==> config.mk <==
export PLATFORM = sky130hd
export DESIGN_NAME = boton_pulso_toggle
export DESIGN_NICKNAME = d
export VERILOG_FILES = /design/src/rtl/botones_pkg.sv /design/src/rtl/boton_pulso_toggle_sync.sv /design/src/rtl/boton_pulso_toggle.sv
export SDC_FILE = /design/constraint.sdc
export NUM_CORES = 1
export LEC_CHECK = 0
export BUFFER_PORTS_ARGS = -buffer_cell sky130_fd_sc_hd__buf_4
export CAP_MARGIN = 20
export CORE_UTILIZATION = 60
export DETAILED_ROUTE_END_ITERATION = 12
export GPL_ROUTABILITY_DRIVEN = 0
export HOLD_SLACK_MARGIN = 0.08
export PLACE_DENSITY = 0.78
export SLEW_MARGIN = 20
export SYNTH_ARGS = -nofsm -noshare
export SYNTH_HDL_FRONTEND = slang
export SYNTH_HIERARCHICAL = 1
export SYNTH_SLANG_ARGS = --single-unit
==> constraint.sdc <==
create_clock -name Clk -period 3.4 [get_ports Clk]
set_clock_uncertainty 0.05 [all_clocks]
set_input_delay 0.34 -clock Clk [delete_from_list [all_inputs] [get_ports Clk]]
set_output_delay 0.34 -clock Clk [all_outputs]
set_load 0.05 [all_outputs]
==> src/rtl/botones_pkg.sv <==
// Shared definitions for the push-button blocks: FSM state encoding and default parameter values.
// The auto-repeat defaults are only consumed when BOTON_AUTOREPEAT_EN is defined.
package botones_pkg;

  typedef enum logic [1:0] {
    ST_IDLE        = 2'd0,
    ST_ARM_PRESS   = 2'd1,
    ST_HELD        = 2'd2,
    ST_ARM_RELEASE = 2'd3
  } estado_t;

  localparam int DEF_DEBOUNCE_CYCLES = 4;
  localparam int DEF_CNT_W           = 16;
  localparam int DEF_REPEAT_DELAY    = 20;
  localparam int DEF_REPEAT_PERIOD   = 8;

endpackage

==> src/rtl/boton_pulso_toggle_sync.sv <==
// Two-flop synchronizer bringing an asynchronous input into the Clk domain.
// Both flops clear asynchronously on reset.
module sincronizador_2ff (
  input  logic Clk,
  input  logic reset,
  input  logic d,
  output logic q
);

  logic s1;

  always_ff @(posedge Clk or posedge reset) begin
    if (reset) begin
      s1 <= 1'b0;
      q  <= 1'b0;
    end else begin
      s1 <= d;
      q  <= s1;
    end
  end

endmodule

==> src/rtl/boton_pulso_toggle.sv <==
// Debounced push-button producing a one-cycle pulse per accepted press (drives FlipT enable).
// Optional auto-repeat while held is enabled by defining BOTON_AUTOREPEAT_EN.
module boton_pulso_toggle
  import botones_pkg::*;
#(
  parameter int DEBOUNCE_CYCLES = DEF_DEBOUNCE_CYCLES,
  parameter int CNT_W           = DEF_CNT_W
`ifdef BOTON_AUTOREPEAT_EN
  ,
  parameter int REPEAT_DELAY    = DEF_REPEAT_DELAY,
  parameter int REPEAT_PERIOD   = DEF_REPEAT_PERIOD
`endif
) (
  input  logic Clk,
  input  logic reset,
  input  logic btn_in,
  output logic pulse,
  output logic level,
  output logic busy
);

  localparam logic [CNT_W-1:0] CNT_LAST = CNT_W'(DEBOUNCE_CYCLES - 1);

  logic             s2;
  estado_t          state, state_n;
  logic [CNT_W-1:0] cnt, cnt_n;
  logic             pulse_n, level_n, busy_n;

`ifdef BOTON_AUTOREPEAT_EN
  localparam logic [CNT_W-1:0] RPT_FIRST = CNT_W'(REPEAT_DELAY - 1);
  localparam logic [CNT_W-1:0] RPT_NEXT  = CNT_W'(REPEAT_PERIOD - 1);

  logic [CNT_W-1:0] rcnt, rcnt_n;
  logic             rep, rep_n;
`endif

  sincronizador_2ff u_sync (
    .Clk   (Clk),
    .reset (reset),
    .d     (btn_in),
    .q     (s2)
  );

  always_ff @(posedge Clk or posedge reset) begin
    if (reset) begin
      state <= ST_IDLE;
      cnt   <= '0;
      pulse <= 1'b0;
      level <= 1'b0;
      busy  <= 1'b0;
`ifdef BOTON_AUTOREPEAT_EN
      rcnt  <= '0;
      rep   <= 1'b0;
`endif
    end else begin
      state <= state_n;
      cnt   <= cnt_n;
      pulse <= pulse_n;
      level <= level_n;
      busy  <= busy_n;
`ifdef BOTON_AUTOREPEAT_EN
      rcnt  <= rcnt_n;
      rep   <= rep_n;
`endif
    end
  end

  // level/busy follow the next state so they change on the same edge as the FSM.
  always_comb begin
    state_n = state;
    cnt_n   = cnt;
    pulse_n = 1'b0;

    case (state)
      ST_IDLE: begin
        if (s2) begin
          state_n = ST_ARM_PRESS;
          cnt_n   = '0;
        end
      end
      ST_ARM_PRESS: begin
        if (!s2) begin
          state_n = ST_IDLE;
        end else if (cnt == CNT_LAST) begin
          state_n = ST_HELD;
          pulse_n = 1'b1;
        end else begin
          cnt_n = cnt + 1'b1;
        end
      end
      ST_HELD: begin
        if (!s2) begin
          state_n = ST_ARM_RELEASE;
          cnt_n   = '0;
        end
      end
      ST_ARM_RELEASE: begin
        if (s2) begin
          state_n = ST_HELD;
        end else if (cnt == CNT_LAST) begin
          state_n = ST_IDLE;
        end else begin
          cnt_n = cnt + 1'b1;
        end
      end
      default: state_n = ST_IDLE;
    endcase

`ifdef BOTON_AUTOREPEAT_EN
    rcnt_n = rcnt;
    rep_n  = rep;
    // First repeat waits REPEAT_DELAY cycles, later ones REPEAT_PERIOD.
    if (state_n == ST_HELD && state != ST_HELD) begin
      rcnt_n = '0;
      rep_n  = 1'b0;
    end else if (state == ST_HELD && s2) begin
      if (rcnt == (rep ? RPT_NEXT : RPT_FIRST)) begin
        pulse_n = 1'b1;
        rcnt_n  = '0;
        rep_n   = 1'b1;
      end else begin
        rcnt_n = rcnt + 1'b1;
      end
    end
`endif

    level_n = (state_n == ST_HELD) || (state_n == ST_ARM_RELEASE);
    busy_n  = (state_n == ST_ARM_PRESS) || (state_n == ST_ARM_RELEASE);
  end

endmodule
==> results of run 1 <==
==> critical path: stages, from the launching register on <==
cell      delay [ns]
dfrtp_1         0.60
nor4bb_1        0.41
and4_1          0.75
nor4b_2         0.09
o21bai_1        0.18
==> layer usage <==
metal  global-route usage [%]  up-vias
li1                         -      491
met1                     36.4      492
met2                     43.1       49
met3                     5.88        4
met4                     12.0        0
met5                        0        -
==> final timing paths <==
path / startpoint / endpoint / slack, ns / depth (start not counted)
worst min-delay path: u_sync/s1 / u_sync/q / 0.32 / 0
worst max register to register: state[0] / cnt[13] / 1.21 / 4
max in group asynchronous: reset / cnt[11] / 2.14 / 3
worst min register to register: u_sync/s1 / u_sync/q / 0.32 / 0
min in group asynchronous: reset / u_sync/s1 / 0.40 / 3
worst max-delay path: state[0] / cnt[13] / 1.21 / 4
==> cell type report <==
class / instances / area, um2 / area share (%)
tap: 25 / 31.3 / 2.37
clock inverter: 1 / 30.0 / 2.28
sequential: 22 / 551 / 41.7
inverter: 5 / 18.8 / 1.42
timing repair buffer: 8 / 65.1 / 4.93
multi-input combinational: 90 / 601 / 45.5
clock buffer: 3 / 22.5 / 1.71
==> registers in the layout (all words and copies together), names as in the netlist <==
register   count
u_sync/q       1
pulse          1
busy           1
state          2
u_sync/s1      1
cnt           16
==> cell usage after synthesis, types with 3 or more instances <==
cell type  instances
and2_1             3
nor2_1             6
nand2_1           13
nand4_1            4
dfrtp_1           22
inv_1              5
clkbuf_1           5
o21ai_0            4
nor4_1             3
nand3_1            5
o21ai_1            3
o31ai_1           18
==> cells by family after synthesis <==
group | synth area share (%)
AOI/OAI and AO/OA | 24.8
xor gates and xnor gates | 0.731
adders and majority gates | 1.04
buffers and inverters | 3.97
DFF | 45.9
and+or+nand+nor | 23.5
==> power by group through the flow <==
stage / Combinational, mW / Sequential [mW] / Clock (mW)
after floorplan: 0.171 / 0.363 / 0
after global placement: 0.256 / 0.341 / 0
after detailed placement: 0.261 / 0.343 / 0
after CTS: 0.264 / 0.338 / 0.203
after global routing: 0.289 / 0.347 / 0.214
final: 0.267 / 0.339 / 0.198
==> key figures, run 1 <==
Outcome
  – Result of the run: complete, no violations

Placement
  – Post-detail-place hpwl: 1700 um
  – IO Port Bufs: 5
  – Setup slack at placement: 1.29 ns
  – Placement-stage cell area: 1250 um2
  – Placed instance count: 148

Cells and area
  – Final net count: 134
  – Most common cell after layout, fill and taps aside: dfrtp_1
  – Area grow syn2layout: 10.0%
  – Finished Core Util: 73.2%
  – Fillcell total: 140
  – Post-route cell area: 1320 um2
  – Total inserted antenna cells: 0
  – Commonest non-fill, non-tap cells in the layout: dfrtp_1, o31ai_1, nand2_1
  – Layout cell share with drive strength beyond 1: 10.9%
  – Final standard cell count with taps included and fillers excluded: 154

Clock tree
  – Register clock-pin slew on the reported worst setup and hold paths: 0.12 ns
  – Clock buffers created by TritonCTS: 3
  – TritonCTS clock tree: done
  – Htree depth: 1
  – Post-CTS Setup Repair Bufs: 0
  – Sink count of the clock tree: 22
  – Longest Clk Path Bufs: 2
  – Clock tree root driver cell: clkbuf_4
  – Hold-fix buffers at CTS: 2
  – Quantity of gates resized following cts: 0
  – Latest clock arrival within the worst-skew pair: 0.30 ns

Global routing
  – Grt total ovfl: 0
  – Number of antenna violations at the first check in global routing: 0
  – Global-route wire length before repair: 4200 um
  – Maximum number of pins on one net before global-route repair: 22
  – Total routing usage reported by global routing: 27.5%
  – Via count of the first global-routing pass: 950

Logic synthesis
  – Net count of the mapped netlist: 128
  – Share of synthesized area occupied by flip-flops and latches: 45.9%
  – Largest cells by area after synthesis: dfrtp_1, o31ai_1, nand2_1, nand3_1, nand4_1
  – Top-area cell type share of the netlist area: 45.9%
  – Total number of yosys warnings: 6
  – Main flop type after synthesis: dfrtp_1
  – Cell taking the most area after synthesis: dfrtp_1
  – Flip-flop and latch count after synthesis: 22
  – Count of flip-flops with a built-in enable after synthesis: 0
  – Post-synthesis async set-or-reset flop share: 100%
  – Number of instances in the synthesized netlist: 124
  – Mean Syn Cell Area: 9.67 um2
  – Distinct cell type count after synthesis: 35
  – Synthesized cell area: 1200 um2

Die
  – Die span in x: 46.7 um
  – Starting utilization of the core area: 66.5%
  – Full die area: 2180 um2
  – Rows: 15
  – I/O pin total: 6
  – Core outline area: 1800 um2
  – Die height: 46.7 um

Timing
  – Final critical-path setup slack: 1.21 ns
  – Tcrit/Tclk final: 64.5%
  – Min Tclk post-route: 2.19 ns
  – Worst slew slack as a fraction of its limit: 49.5%
  – Maximum frequency from static timing analysis: 0.456 GHz
  – Count of pins over their slew limit: 0
  – Setup violation total in the final timing report: 0
  – Hold_ws: 0.324 ns
  – Total Neg Setup Slack: 0 ns
  – Slew of the pin with the lowest slew margin: 0.757 ns
  – RSZ-0062 raised after global routing: no
  – Number of failing hold endpoints at the final stage: 0

Critical path
  – Data required time of the worst path: 3.55 ns
  – Kind of launch point of the worst setup path: register
  – Maximum fanout along the worst path: 19
  – CP Class: reg -> reg
  – Critical path data arrival time: 2.34 ns
  – Type of destination of the critical path: register

Detailed routing
  – Violation count after the first detailed-route iteration: 37
  – Uppermost metal layer occupied by signal nets: met4
  – Drt via density: 6.73
  – Antenna Nets Post-Route: 0
  – # DRC: 0
  – Wire length on met2: 1260 um
  – DRT Pass-1 Iters: 4
  – Met1 layer wirelength in the final routing: 1170 um
  – Detailed route wirelength on metal3: 112 um
  – Routed wirelength normalized by instance count: 16.7 um
  – Routed wire length: 2580 um
  – Via count: 1036

Power
  – Combinational cell fraction of total power: 33.2%
  – Sequential Power Share: 42.1%
  – Standby leakage power: 0.537 nW
  – Clock Power Share: 24.7%
  – Sw Ratio: 37.1%
  – Overall power consumption: 0.804 mW
  – Cell internal power dissipation: 0.506 mW
  – Power density of the placed cells: 610 nW/um2
  – Switch Pwr: 0.298 mW
  – Largest voltage drop on the vdd net: 544 uV

Run
  – Number of max-cap violations: 0

Min path
  – Path class of the lowest-slack min-delay path: reg -> reg
(Power assumes the default switching activity.)
==> run 2: changes to the inputs <==
--- a/config.mk
+++ b/config.mk
@@ -7,11 +7,11 @@
 export LEC_CHECK = 0
 export BUFFER_PORTS_ARGS = -buffer_cell sky130_fd_sc_hd__buf_4
 export CAP_MARGIN = 20
-export CORE_UTILIZATION = 60
+export CORE_UTILIZATION = 59
 export DETAILED_ROUTE_END_ITERATION = 12
 export GPL_ROUTABILITY_DRIVEN = 0
 export HOLD_SLACK_MARGIN = 0.08
-export PLACE_DENSITY = 0.78
+export PLACE_DENSITY = 0.77
 export SLEW_MARGIN = 20
 export SYNTH_ARGS = -nofsm -noshare
 export SYNTH_HDL_FRONTEND = slang
==> constraint.sdc (replaced) <==
create_clock -name Clk -period 2.1 [get_ports Clk]
set_clock_uncertainty 0.05 [all_clocks]
set_input_delay 0.21 -clock Clk [delete_from_list [all_inputs] [get_ports Clk]]
set_output_delay 0.21 -clock Clk [all_outputs]
set_load 0.05 [all_outputs]
==> run 2 against run 1 <==
Net effect:
- hold slack got worse by 0.077 ns
- register-to-register slack got worse by 1.0 ns
- via count decreased by 0.48%
- sequential share of layout area about the same
- total power increased by 53%
- combinational power increased by 76%
- cell count increased by 1.3%
- setup slack got worse by 1.0 ns
- clock power increased by 16%
- maximum frequency increased by 14%
- critical path type unchanged
==> key figures, run 2 (synthesis results as in run 1) <==
Outcome
  – Result of the run: complete, no violations

Die
  – I/O pin total: 6 (unchanged)
  – Starting utilization of the core area: 65.8% (-0.69 points)
  – Core outline area: 1820 um2 (+1.0%)
  – Die span in x: 47.1 um (+0.81%)
  – Full die area: 2220 um2 (+1.6%)
  – Rows: 15 (unchanged)
  – Die height: 47.1 um (+0.81%)

Global routing
  – Number of antenna violations at the first check in global routing: 0 (unchanged)
  – Via count of the first global-routing pass: 925 (-2.6%)
  – Maximum number of pins on one net before global-route repair: 21 (-4.5%)
  – Global-route wire length before repair: 4370 um (+4.1%)
  – Total routing usage reported by global routing: 28.8% (+1.3 points)
  – Grt total ovfl: 0 (unchanged)

Timing
  – Worst slew slack as a fraction of its limit: 50.0% (+0.56 points)
  – Count of pins over their slew limit: 0 (unchanged)
  – Tcrit/Tclk final: 91.7% (+27 points)
  – RSZ-0062 raised after global routing: no
  – Slew of the pin with the lowest slew margin: 0.749 ns (-0.00834 ns)
  – Setup violation total in the final timing report: 0 (unchanged)
  – Min Tclk post-route: 1.93 ns (-0.266 ns)
  – Maximum frequency from static timing analysis: 0.519 GHz (+14%)
  – Total Neg Setup Slack: 0 ns (unchanged)
  – Number of failing hold endpoints at the final stage: 0 (unchanged)

Clock tree
  – Longest Clk Path Bufs: 2 (unchanged)
  – Quantity of gates resized following cts: 0 (unchanged)
  – Clock buffers created by TritonCTS: 3 (unchanged)
  – Htree depth: 1 (unchanged)
  – Latest clock arrival within the worst-skew pair: 0.30 ns (about the same)
  – Sink count of the clock tree: 22 (unchanged)
  – Register clock-pin slew on the reported worst setup and hold paths: 0.12 ns (about the same)
  – TritonCTS clock tree: done
  – Clock tree root driver cell: clkbuf_4

Detailed routing
  – Routed wirelength normalized by instance count: 16.7 um (-0.25%)
  – Routed wire length: 2600 um (+1.0%)
  – Antenna Nets Post-Route: 0 (unchanged)
  – Violation count after the first detailed-route iteration: 43 (+16%)
  – DRT Pass-1 Iters: 4 (unchanged)
  – # DRC: 0 (unchanged)
  – Drt via density: 6.61 (-1.8%)
  – Via count: 1031 (-0.48%)

Critical path
  – Data required time of the worst path: 2.24 ns (-1.31 ns)
  – Critical path data arrival time: 2.06 ns (-0.28 ns)
  – Maximum fanout along the worst path: 9 (-10)
  – Kind of launch point of the worst setup path: register
  – Type of destination of the critical path: register
  – CP Class: reg -> reg

Run
  – Number of max-cap violations: 0 (unchanged)

Cells and area
  – Commonest non-fill, non-tap cells in the layout: dfrtp_1, o31ai_1, nand2_1
  – Area grow syn2layout: 9.92% (about the same)
  – Largest registers: cnt x16, state x2
  – Final net count: 136 (+1.5%)
  – Finished Core Util: 72.4% (-0.82 points)
  – Most common cell after layout, fill and taps aside: dfrtp_1
  – Layout cell share with drive strength beyond 1: 12.2% (+1.4 points)
  – Total inserted antenna cells: 0 (unchanged)
  – Top register by number of flip-flops: cnt
  – Largest register FFs: 16 (unchanged)

Min path
  – Path class of the lowest-slack min-delay path: in -> async

Placement
  – IO Port Bufs: 5 (unchanged)
  – Post-detail-place hpwl: 1790 um (+5.1%)

Power
  – Largest voltage drop on the vdd net: 724 uV (+33%)
  – Power density of the placed cells: 933 nW/um2 (+53%)
  – Standby leakage power: 0.540 nW (+0.62%)
run 2: critical path: stages, from the launching register on:
cell	delay, ns
dfrtp_1	0.45
ha_1	0.24
nand3_1	0.28
o41a_1	0.48
o31ai_1	0.21
o31ai_1	0.11
run 2: layout make-up:
type                       count  area, um2
clock buffer                   4       36.3
fill                         147        503
inverter                       5       18.8
multi-input combinational     90        601
sequential                    22        551
tap                           25       31.3
timing repair buffer          10       80.1
run 2: final timing paths:
kind                           start  endpoint  slack (ns)  depth (start not counted)
setup / recovery              cnt[0]   cnt[14]        0.17                          5
hold / removal                 reset  u_sync/q        0.25                          3
setup reg to reg              cnt[0]   cnt[14]        0.17                          5
hold reg to reg            u_sync/s1  u_sync/q        0.33                          0
max in group asynchronous      reset      busy        1.00                          3
min in group Clk           u_sync/s1  u_sync/q        0.33                          0
run 2: metal layers:
metal,GRT usage [%],vias up,wire (um)
li1,-,496,-
met3,6.92,4,187
met1,40.2,490,1180
met5,0,-,0
met4,14.9,0,41
met2,41.4,41,1190
run 2: report_power, final:
group          internal [mW]  total, mW  switching (mW)
clock                  0.106      0.229           0.123
combinational          0.168      0.471           0.303
sequential             0.474      0.530          0.0560
total                  0.748       1.23           0.482
run 2: stage by stage:
step / area (um2) / power, mW / hold WS (ns) / std cells / worst slack [ns]
finish: 1320 / 1.23 / 0.248 / 156 / 0.174
global route: 1320 / 1.31 / 0.263 / 156 / 0.0458
CTS: 1320 / 1.23 / 0.241 / 156 / 0.215
detailed placement: 1260 / 0.996 / 0.0303 / 150 / 0.250
global placement: 1260 / 0.990 / 0.0232 / 150 / 0.243
floorplan: 1200 / 0.865 / -0.0988 / 124 / 0.332
run 2: timing repair:
action                                 in CTS  in global routing
buffers inserted                            0                  0
endpoints found under the hold margin      23                  0
hold buffers                                2                  0
==> run 3: changes to the inputs <==
--- a/config.mk
+++ b/config.mk
@@ -7,11 +7,12 @@
 export LEC_CHECK = 0
 export BUFFER_PORTS_ARGS = -buffer_cell sky130_fd_sc_hd__buf_4
 export CAP_MARGIN = 20
-export CORE_UTILIZATION = 59
+export CORE_UTILIZATION = 60
+export CTS_BUF_LIST = sky130_fd_sc_hd__clkbuf_4
 export DETAILED_ROUTE_END_ITERATION = 12
 export GPL_ROUTABILITY_DRIVEN = 0
 export HOLD_SLACK_MARGIN = 0.08
-export PLACE_DENSITY = 0.77
+export PLACE_DENSITY = 0.78
 export SLEW_MARGIN = 20
 export SYNTH_ARGS = -nofsm -noshare
 export SYNTH_HDL_FRONTEND = slang
==> run 3 against run 2 <==
Net effect:
- critical path depth stayed put
- setup slack worse by 0.0048 ns
- cell count is 0.64% higher
- maximum frequency is 0.25% lower
- via count is 1.4% higher
- sequential power hardly changed
- critical path type unchanged
- largest power group unchanged
- highest routed layer unchanged
==> key figures, run 3 (synthesis results as in run 1) <==
Detailed routing
  – Met1 layer wirelength in the final routing: 1200 um (+1.0%)
  – DRT Pass-1 Iters: 4 (unchanged)
  – Via count: 1045 (+1.4%)
  – Uppermost metal layer occupied by signal nets: met4
  – Detailed route wirelength on metal3: 170 um (-9.1%)
  – # DRC: 0 (unchanged)
  – Antenna Nets Post-Route: 0 (unchanged)
  – Drt via density: 6.66 (+0.71%)
  – Routed wire length: 2720 um (+4.3%)
  – Routed wirelength normalized by instance count: 17.3 um (+3.6%)
  – Wire length on met2: 1320 um (+11%)
  – Violation count after the first detailed-route iteration: 28 (-35%)

Global routing
  – Grt total ovfl: 0 (unchanged)
  – Total routing usage reported by global routing: 29.5% (+0.70 points)
  – Global-route wire length before repair: 4430 um (+1.4%)
  – Via count of the first global-routing pass: 955 (+3.2%)
  – Number of antenna violations at the first check in global routing: 0 (unchanged)
  – Maximum number of pins on one net before global-route repair: 21 (unchanged)

Die
  – Die height: 46.7 um (-0.81%)
  – Die span in x: 46.7 um (-0.81%)
  – I/O pin total: 6 (unchanged)
  – Full die area: 2180 um2 (-1.6%)
  – Rows: 15 (unchanged)
  – Core outline area: 1800 um2 (-1.0%)
  – Starting utilization of the core area: 66.5% (+0.69 points)

Timing
  – Worst slew slack as a fraction of its limit: 47.0% (-3.0 points)
  – Count of pins over their slew limit: 0 (unchanged)
  – Number of failing hold endpoints at the final stage: 0 (unchanged)
  – Tcrit/Tclk final: 92.0% (+0.23 points)
  – Slew of the pin with the lowest slew margin: 0.794 ns (+0.0455 ns)
  – RSZ-0062 raised after global routing: no
  – Setup violation total in the final timing report: 0 (unchanged)
  – Min Tclk post-route: 1.93 ns (+0.00483 ns)
  – Maximum frequency from static timing analysis: 0.518 GHz (-0.25%)
  – Total Neg Setup Slack: 0 ns (unchanged)

Clock tree
  – Post-CTS Setup Repair Bufs: 0 (unchanged)
  – Register clock-pin slew on the reported worst setup and hold paths: 0.13 ns (about the same)
  – Longest Clk Path Bufs: 2 (unchanged)
  – Clock tree root driver cell: clkbuf_4
  – Latest clock arrival within the worst-skew pair: 0.32 ns (+0.02 ns)
  – Sink count of the clock tree: 22 (unchanged)
  – TritonCTS clock tree: done
  – Clock buffers created by TritonCTS: 3 (unchanged)
  – Hold-fix buffers at CTS: 2 (unchanged)
  – Quantity of gates resized following cts: 0 (unchanged)
  – Htree depth: 1 (unchanged)

Critical path
  – CP Class: reg -> reg
  – Type of destination of the critical path: register
  – Maximum fanout along the worst path: 9 (unchanged)
  – Setup slack on the worst flop-to-flop path: 0.17 ns (about the same)
  – Stage delay of the slowest cell on the critical path: 0.49 ns (about the same)
  – Critical path data arrival time: 2.09 ns (+0.03 ns)
  – Kind of launch point of the worst setup path: register
  – Cell mode on critical path: o31ai_1
  – Crit path buf inv count: 0 (unchanged)
  – Max stage delay cell, worst path: o41a_1
  – Capturing point of the worst reg2reg path: cnt[14]
  – Dominant delay contributor by cell family on the critical path: compound AO/OA/AOI/OAI gates
  – Cells along the critical path: ha_1, nand3_1, o41a_1, o31ai_1, o31ai_1
  – Logic depth of the worst register-to-register path: 5 (unchanged)
  – Data required time of the worst path: 2.26 ns (+0.02 ns)
  – Worst R2R Start: cnt[0]

Cells and area
  – Total inserted antenna cells: 0 (unchanged)
  – Area grow syn2layout: 9.71%
  – Layout cell share with drive strength beyond 1: 12.1% (-0.093 points)
  – Largest registers: cnt x16, state x2
  – Commonest non-fill, non-tap cells in the layout: dfrtp_1, o31ai_1, nand2_1
  – Fillcell total: 145 (-1.4%)
  – Final net count: 137 (+0.74%)
  – Area used by sequential logic in the layout: 551 um2 (unchanged)
  – Combined area of the multi-input logic cells: 601 um2 (unchanged)
  – Most common cell after layout, fill and taps aside: dfrtp_1
  – Largest register FFs: 16 (unchanged)
  – Top register by number of flip-flops: cnt

Placement
  – Post-detail-place hpwl: 1840 um (+3.1%)
  – IO Port Bufs: 5 (unchanged)

Run
  – Number of max-cap violations: 0 (unchanged)

Power
  – Switch Pwr: 0.506 mW (+5.0%)
  – Sequential Power Share: 43.3% (+0.2 points)
  – Combinational cell fraction of total power: 39.6% (+1.3 points)
  – Overall power consumption: 1.22 mW (-0.77%)
  – Sw Ratio: 41.5% (+2.3 points)
  – Clock Power Share: 17.1% (-1.5 points)
  – Power density of the placed cells: 928 nW/um2 (-0.58%)
  – Standby leakage power: 0.540 nW (about the same)
  – Largest voltage drop on the vdd net: 878 uV (+21%)
  – Cell internal power dissipation: 0.714 mW (-4.5%)

Outcome
  – Result of the run: complete, no violations

Min path
  – Path class of the lowest-slack min-delay path: in -> async
==> run 3: cell types whose count changed in the layout (fill, tap and decap cells not counted) <==
cell      delta
buf_4        +1
clkbuf_8     -1
clkinv_1     +1
==> run 3: power by group through the flow <==
stage	clock network (mW)	registers [mW]	logic, mW
after global placement	0	0.532	0.457
after global routing	0.218	0.536	0.525
final	0.209	0.529	0.483
after CTS	0.204	0.528	0.480
after floorplan	0	0.588	0.277
after detailed placement	0	0.537	0.474
==> run 3: how the worst max path moves through the flow <==
stage,startpoint,to,cells past startpoint
after floorplan,cnt[0],cnt[12],7
after global placement,cnt[0],cnt[14],5
after detailed placement,cnt[0],cnt[14],5
after CTS,cnt[0],cnt[14],5
after global routing,cnt[0],cnt[14],5
final,cnt[0],cnt[14],5
==> run 3: worst reg2reg max path, cell delays in order, from the launching register on <==
cell     delay (ns)
dfrtp_1        0.43
ha_1           0.23
nand3_1        0.29
o41a_1         0.49
o31ai_1        0.22
o31ai_1        0.12
==> run 3: final cells by class <==
type                       instances  share of cell area [%]
clock buffer                       3                    1.71
multi-input combinational         90                    45.7
tap                               25                    2.38
sequential                        22                    41.9
timing repair buffer              11                    6.66
clock inverter                     1                   0.285
inverter                           5                    1.43
==> run 3: metal layers <==
layer,vias up,GRT usage (%)
met5,-,0
met4,0,9.71
met3,3,4.71
met2,42,46.7
met1,504,40.8
li1,496,-
==> run 3: stage by stage <==
stage	instances	worst slack (ns)	instance area (um2)	utilization [%]	hold WS, ns
floorplan	124	0.332	1200	-	-0.0988
global placement	151	0.252	1270	70.4	0.0284
detailed placement	151	0.213	1270	70.4	0.0350
CTS	157	0.171	1320	73.0	0.246
global route	157	0.0515	1320	73.0	0.263
finish	157	0.169	1320	73.0	0.256
